## src/rtl/alu.sv

```systemverilog
// ============================================================================
//  Module   : alu
//  Brief    : 32-bit single-cycle registered ALU with Z/N/V/C flags.
//  Revision : 1.0  initial release
// ============================================================================
`default_nettype none

module alu (
    input  logic        clk,
    input  logic        rst,
    input  logic [31:0] A,
    input  logic [31:0] B,
    input  logic [2:0]  ALUControl,
    output logic [31:0] Result,
    output logic        Ze,
    output logic        N,
    output logic        V,
    output logic        C
);

    localparam logic [2:0] c_OP_ADD  = 3'b000;
    localparam logic [2:0] c_OP_SUB  = 3'b001;
    localparam logic [2:0] c_OP_AND  = 3'b010;
    localparam logic [2:0] c_OP_OR   = 3'b011;
    localparam logic [2:0] c_OP_XOR  = 3'b100;
    localparam logic [2:0] c_OP_SLT  = 3'b101;
    localparam logic [2:0] c_OP_SLTU = 3'b110;

    logic [32:0] w_sum;
    logic [32:0] w_diff;
    logic        w_v_add;
    logic        w_v_sub;
    logic        w_slt;
    logic        w_sltu;
    logic [31:0] w_result;
    logic        w_v;
    logic        w_c;

    logic [31:0] r_result;
    logic        r_ze;
    logic        r_n;
    logic        r_v;
    logic        r_c;

    assign w_sum   = {1'b0, A} + {1'b0, B};
    assign w_diff  = {1'b0, A} + {1'b0, ~B} + 33'd1;
    assign w_v_add = (A[31] == B[31]) & (w_sum[31]  != A[31]);
    assign w_v_sub = (A[31] != B[31]) & (w_diff[31] != A[31]);
    // Signed compare uses the overflow-corrected sign so it survives wrap.
    assign w_slt   = w_diff[31] ^ w_v_sub;
    assign w_sltu  = ~w_diff[32];

    always_comb begin
        w_result = 32'h0;
        w_v      = 1'b0;
        w_c      = 1'b0;
        case (ALUControl)
            c_OP_ADD: begin
                w_result = w_sum[31:0];
                w_v      = w_v_add;
                w_c      = w_sum[32];
            end
            c_OP_SUB: begin
                w_result = w_diff[31:0];
                w_v      = w_v_sub;
                w_c      = w_diff[32];
            end
            c_OP_AND:  w_result = A & B;
            c_OP_OR:   w_result = A | B;
            c_OP_XOR:  w_result = A ^ B;
            c_OP_SLT:  w_result = {31'h0, w_slt};
            c_OP_SLTU: w_result = {31'h0, w_sltu};
            default:   w_result = 32'h0;
        endcase
    end

    always_ff @(posedge clk or posedge rst) begin
        if (rst) begin
            r_result <= 32'h0;
            r_ze     <= 1'b1;
            r_n      <= 1'b0;
            r_v      <= 1'b0;
            r_c      <= 1'b0;
        end else begin
            r_result <= w_result;
            r_ze     <= (w_result == 32'h0);
            r_n      <= w_result[31];
            r_v      <= w_v;
            r_c      <= w_c;
        end
    end

    assign Result = r_result;
    assign Ze     = r_ze;
    assign N      = r_n;
    assign V      = r_v;
    assign C      = r_c;

endmodule

`default_nettype wire

```

## config.mk

```make
export PLATFORM = sky130hd
export DESIGN_NAME = alu
export DESIGN_NICKNAME = d
export VERILOG_FILES = /design/src/rtl/alu.sv
export SDC_FILE = /design/constraint.sdc
export NUM_CORES = 1
export LEC_CHECK = 0
export ABC_AREA = 0
export CAP_MARGIN = 5
export CELL_PAD_IN_SITES_DETAIL_PLACEMENT = 1
export CELL_PAD_IN_SITES_GLOBAL_PLACEMENT = 2
export CORE_MARGIN = 1
export CORE_UTILIZATION = 34
export DETAILED_ROUTE_END_ITERATION = 10
export GPL_TIMING_DRIVEN = 0
export PLACE_DENSITY = 0.92
export SKIP_CTS_REPAIR_TIMING = 1
export SYNTH_ARGS = -nofsm -noshare
export SYNTH_HDL_FRONTEND = slang
export SYNTH_SLANG_ARGS = --single-unit
```

## constraint.sdc

```tcl
create_clock -name clk -period 1.99 [get_ports clk]
set_clock_uncertainty 0.05 [all_clocks]
set_input_delay 0.597 -clock clk [delete_from_list [all_inputs] [get_ports clk]]
set_output_delay 0.597 -clock clk [all_outputs]
set_load 0.01 [all_outputs]
```

# Word-level counts from Yosys, hierarchy flattened
# Cells that the tools add are included.
# totals
wordCells,31
in_bits,69
reg_bits,36
output_inout_bits,36
# classes
n_mux,3
n_reduce_logical,2
n_bitwise,8
addsub,3
eq_ne,10
# op_table
op,n
$pmux W32 S7,1
$add A32 B32 Y33,2
$add A33 B1 Y33 const B,1
$and A32 B32 Y32,1
$logic_not A32 Y1,1
$not A32 Y32,1
$or A32 B32 Y32,1
$xor A32 B32 Y32,1
$eq A3 B3 Y1 const B,3
$eq A3 B2 Y1 const B,2
$pmux W1 S2,2
$eq A3 B1 Y1 const B,1
$logic_not A3 Y1,1
$ne A1 B1 Y1,3
$and A1 B1 Y1,2
$eq A1 B1 Y1,1
$not A1 Y1,1
$xor A1 B1 Y1,1

# Logic depth before layout (Yosys ltp)
# depth
depth_word,8
depth_mapped,21
ltp_nobuf,20

# Worst setup path before layout
# No wires, ideal clock.
# synth_path
path_type,input to register
startpoint,input B[1]
endpoint,"register r_ze, in the netlist Ze"
n_path_buf,0
t_arrival_ps,3815
t_required_ps,1856
stages,18
setup_ps,84
setup_slack_ps,-1959
cell_sequence,inv_1 > ha_1 > nor2_1 > o311a_1 > o211a_1 > o21ai_0 > a31oi_1 > o21ai_1 > nor2_1 > nor2_1 > o21bai_1 > a221oi_1 > fa_1 > nor2b_1 > a211oi_1 > a31oi_1 > o22ai_1 > nor4_2
# synth_between
word_cells_on_any_way,13
classes_between,3 x add/sub; 1 x eq/ne; 1 x mux; 7 x bitwise; 1 x reduce/logical
# synth_rtl
element,line_no,rtl
from (decl),12,"input logic [31:0] B,"
$not A32 Y32,46,"assign w_diff = {1'b0, A} + {1'b0, ~B} + 33'd1;"
$add A32 B32 Y33,46,
$add A33 B1 Y33,46,
$pmux W32 S7 (*),57,case (ALUControl)
named net w_result[31],35,logic [31:0] w_result;
$logic_not A32 Y1 (*),86,r_ze <= (w_result == 32'h0);
to (signal assigned),86,
to (decl),40,logic r_ze;
# Mark *: on every way through the listed nets, which the timed path passes. The rest lies on a longest branch.

# Final worst setup path
# layout_path
startpoint,input B[8]
endpoint,"register r_ze, in the netlist Ze"
# layout_between
elab_chain_cells,8
word_cells_on_any_way,13
classes_between,3 x add/sub; 1 x eq/ne; 1 x mux; 7 x bitwise; 1 x reduce/logical
# layout_rtl
element,line_no,rtl
$not A32 Y32,46,
$add A32 B32 Y33,46,
$add A33 B1 Y33,46,
$ne A1 B1 Y1,48,assign w_v_sub = (A[31] != B[31]) & (w_diff[31] != A[31]);
$and A1 B1 Y1,48,
$xor A1 B1 Y1,50,assign w_slt = w_diff[31] ^ w_v_sub;
$pmux W32 S7 (*),57,
$logic_not A32 Y1 (*),86,
# Every way passes the cells marked *; elsewhere a longest branch is shown, timed or not.

==> qor.csv <==
metric,value,unit
slew_viol_final,0,
async_flop_share,100.0,%
dieArea,21120,um2
vias,8720,
wirelength,34.01,mm
yosysWarningCount,0,
synth_cells,979,
synth-compound-area-share,33.57,%
layout-drive-gt1-share,35.47,%
period_share,206.6,%
design_area,10760,um2
io_buffers,102,
cts_buffer_depth,2,
ys_seq_area_share,12.56,%
layout_common_cells,"ha_1, inv_1, buf_4, nor2_1, nand2_1",
crit_path_end_kind,flop,
startpoint_type,primary input,
tightest_slew,898.2,ps
yosys.area_share.simple,21.73,%
synth_adder_area_share,20.21,%
avgSynthCellArea,7.134,um2
fin_util,53.36,%
dp_hpwl,25.05,mm
die_h,145.3,um
syn_area,6984,um2
firstDrtPassIters,7,
cp.arrival,4260,ps
setup_ws,-2122,ps
grt_pass1_vias,8293,
dp.cells,1352,
cp_slowest_stage_delay,350,ps
ir_worst_vdd,0.3024,mV
max-cap-violations,0,
setup_viol,33,
cts.sinks,35,
synth-edff-count,0,
cts-root-buf,clkbuf_16,
cts-htree-levels,2,
antenna_found_initial,0,
gp_congestion,0.9707,
diodes,0,
grt_pass1_wl,47.33,mm
dpl_cell_area,8720,um2
start_util,34.63,%
max_slew_margin,40.12,%
gr-total-overflow,0,
layout_commonest_cell,ha_1,
p_per_area,469.3,nW/um2
wl_per_cell,23.85,um
synth.mux.area_fraction,1.326,%
row_count,52,
synthXorXnorAreaFrac,1.129,%
coreArea,20170,um2
drt_iter0_drc,715,
drtAntennaViolNets,0,
synth_area_leaders,"ha_1, dfrtp_1, a21oi_1, inv_1, nor2_1",
viasPerCell,6.115,
post-synth-top-area-cell,ha_1,
final.min_clock_period,4112,ps
synth_top_family_by_area,compound AO/OA/AOI/OAI gates,
critPathKind,in2reg,
cp.required,2140,ps
rsz0062_at_grt,true,
critical_path.slowest_cell,fa_2,
path_max_fanout,4,
synth_cell_types,83,
path_cells,"buf_6, inv_4, ha_4, nor4_4, buf_4, o211a_4, o21ai_4, a31oi_4, o21ai_4, nor2_2, nor2_1, o21bai_1, a221oi_2, fa_2, mux2i_1, o221ai_2, a21oi_2, o211ai_1, nor4_2, nand4_1, nor4_2",
outcome,"finished, violations left",
pin_count,105,
violations,negative setup slack,
crit_family,compound AO/OA/AOI/OAI gates,
ys.flop_type,dfrtp_1,
ys_seq_elements,35,
synth_fp_nets,1159,
stdcell_count,1426,
hold_viol_final,0,
nNetsFinal,1335,
track_usage,28.61,%
cts_buffers,5,
area_delta_synth_final,54.08,%
dpl_worst_slack,-3397,ps
max_freq,0.2432,GHz
clk_pin_slew,60,ps
grt_max_degree,36,
synth_top_cell_area_share,19.35,%
post-route-drc-count,0,
die_x,145.3,um
tritoncts,done,
p_leak,4.623,nW
crit_buf_inv,3,
hold_class,in2async,
sequential cells by signal (all words and copies together) (netlist names):
register / cells
Result: 31
N: 1
V: 1
Ze: 1
C: 1
final timing paths:
kind,start,endpoint,slack (ps),depth (start not counted)
max in group asynchronous,rst,Result[14],680,2
max,B[8],Ze,-2120,21
min in group clk,B[1],Result[1],800,5
min,rst,Result[28],730,2
kinds of logic after synthesis:
group | Yosys count
buf+inv | 164
simple gates | 308
fa+ha+maj | 111
flops | 35
compound gates | 343
xor+xnor | 9
mux | 9
metal layers:
metal | global-route usage, % | wire length [um] | vias to the layer above
li1 | - | - | 3890
met1 | 38.49 | 14370 | 4324
met2 | 47.67 | 16160 | 415
met3 | 3.428 | 2246 | 91
met4 | 8.842 | 1234 | 0
met5 | 0 | 0 | -
synthesized netlist by cell type, drive strengths merged, types with 8 or more instances:
library cell / count
nand2b: 15
a211oi: 21
o211ai: 24
a21oi: 82
a211o: 9
clkbuf: 30
nand3: 24
a21o: 21
o31ai: 12
o21bai: 8
nor2b: 13
o21ai: 74
inv: 111
o22ai: 9
a31oi: 13
nand4: 15
nor2: 84
buf: 23
nor3: 24
nand2: 78
ha: 108
dfrtp: 34
nor4: 16
xnor2: 9
power breakdown:
part           switching (W)  internal, W
Clock               0.000328     0.000591
Combinational        0.00189      0.00140
Sequential         0.0000312     0.000808
area by class of cell:
class                           instances  area [um2]
Buffer                                 50       417.9
Inverter                              111       461.7
Sequential cell                        35       877.1
Clock inverter                          3       43.79
Tap cell                              270       337.8
Multi-Input combinational cell        780        6903
Clock buffer                            5       125.1
Fill cell                            2380        9408
Timing Repair Buffer                  172        1595
metrics by stage:
| step | TNS [ps] | hold slack, ps | power [W] |
|---|---|---|---|
| detailed placement | -74700 | 1118 | 0.003311 |
| global route | -31030 | 797.7 | 0.005247 |
| floorplan | -20940 | 700.6 | 0.002335 |
| CTS | -55840 | 817.1 | 0.004228 |
| finish | -28960 | 728.5 | 0.005051 |
| global placement | -74600 | 1102 | 0.003260 |
(Power assumes the default switching activity.)
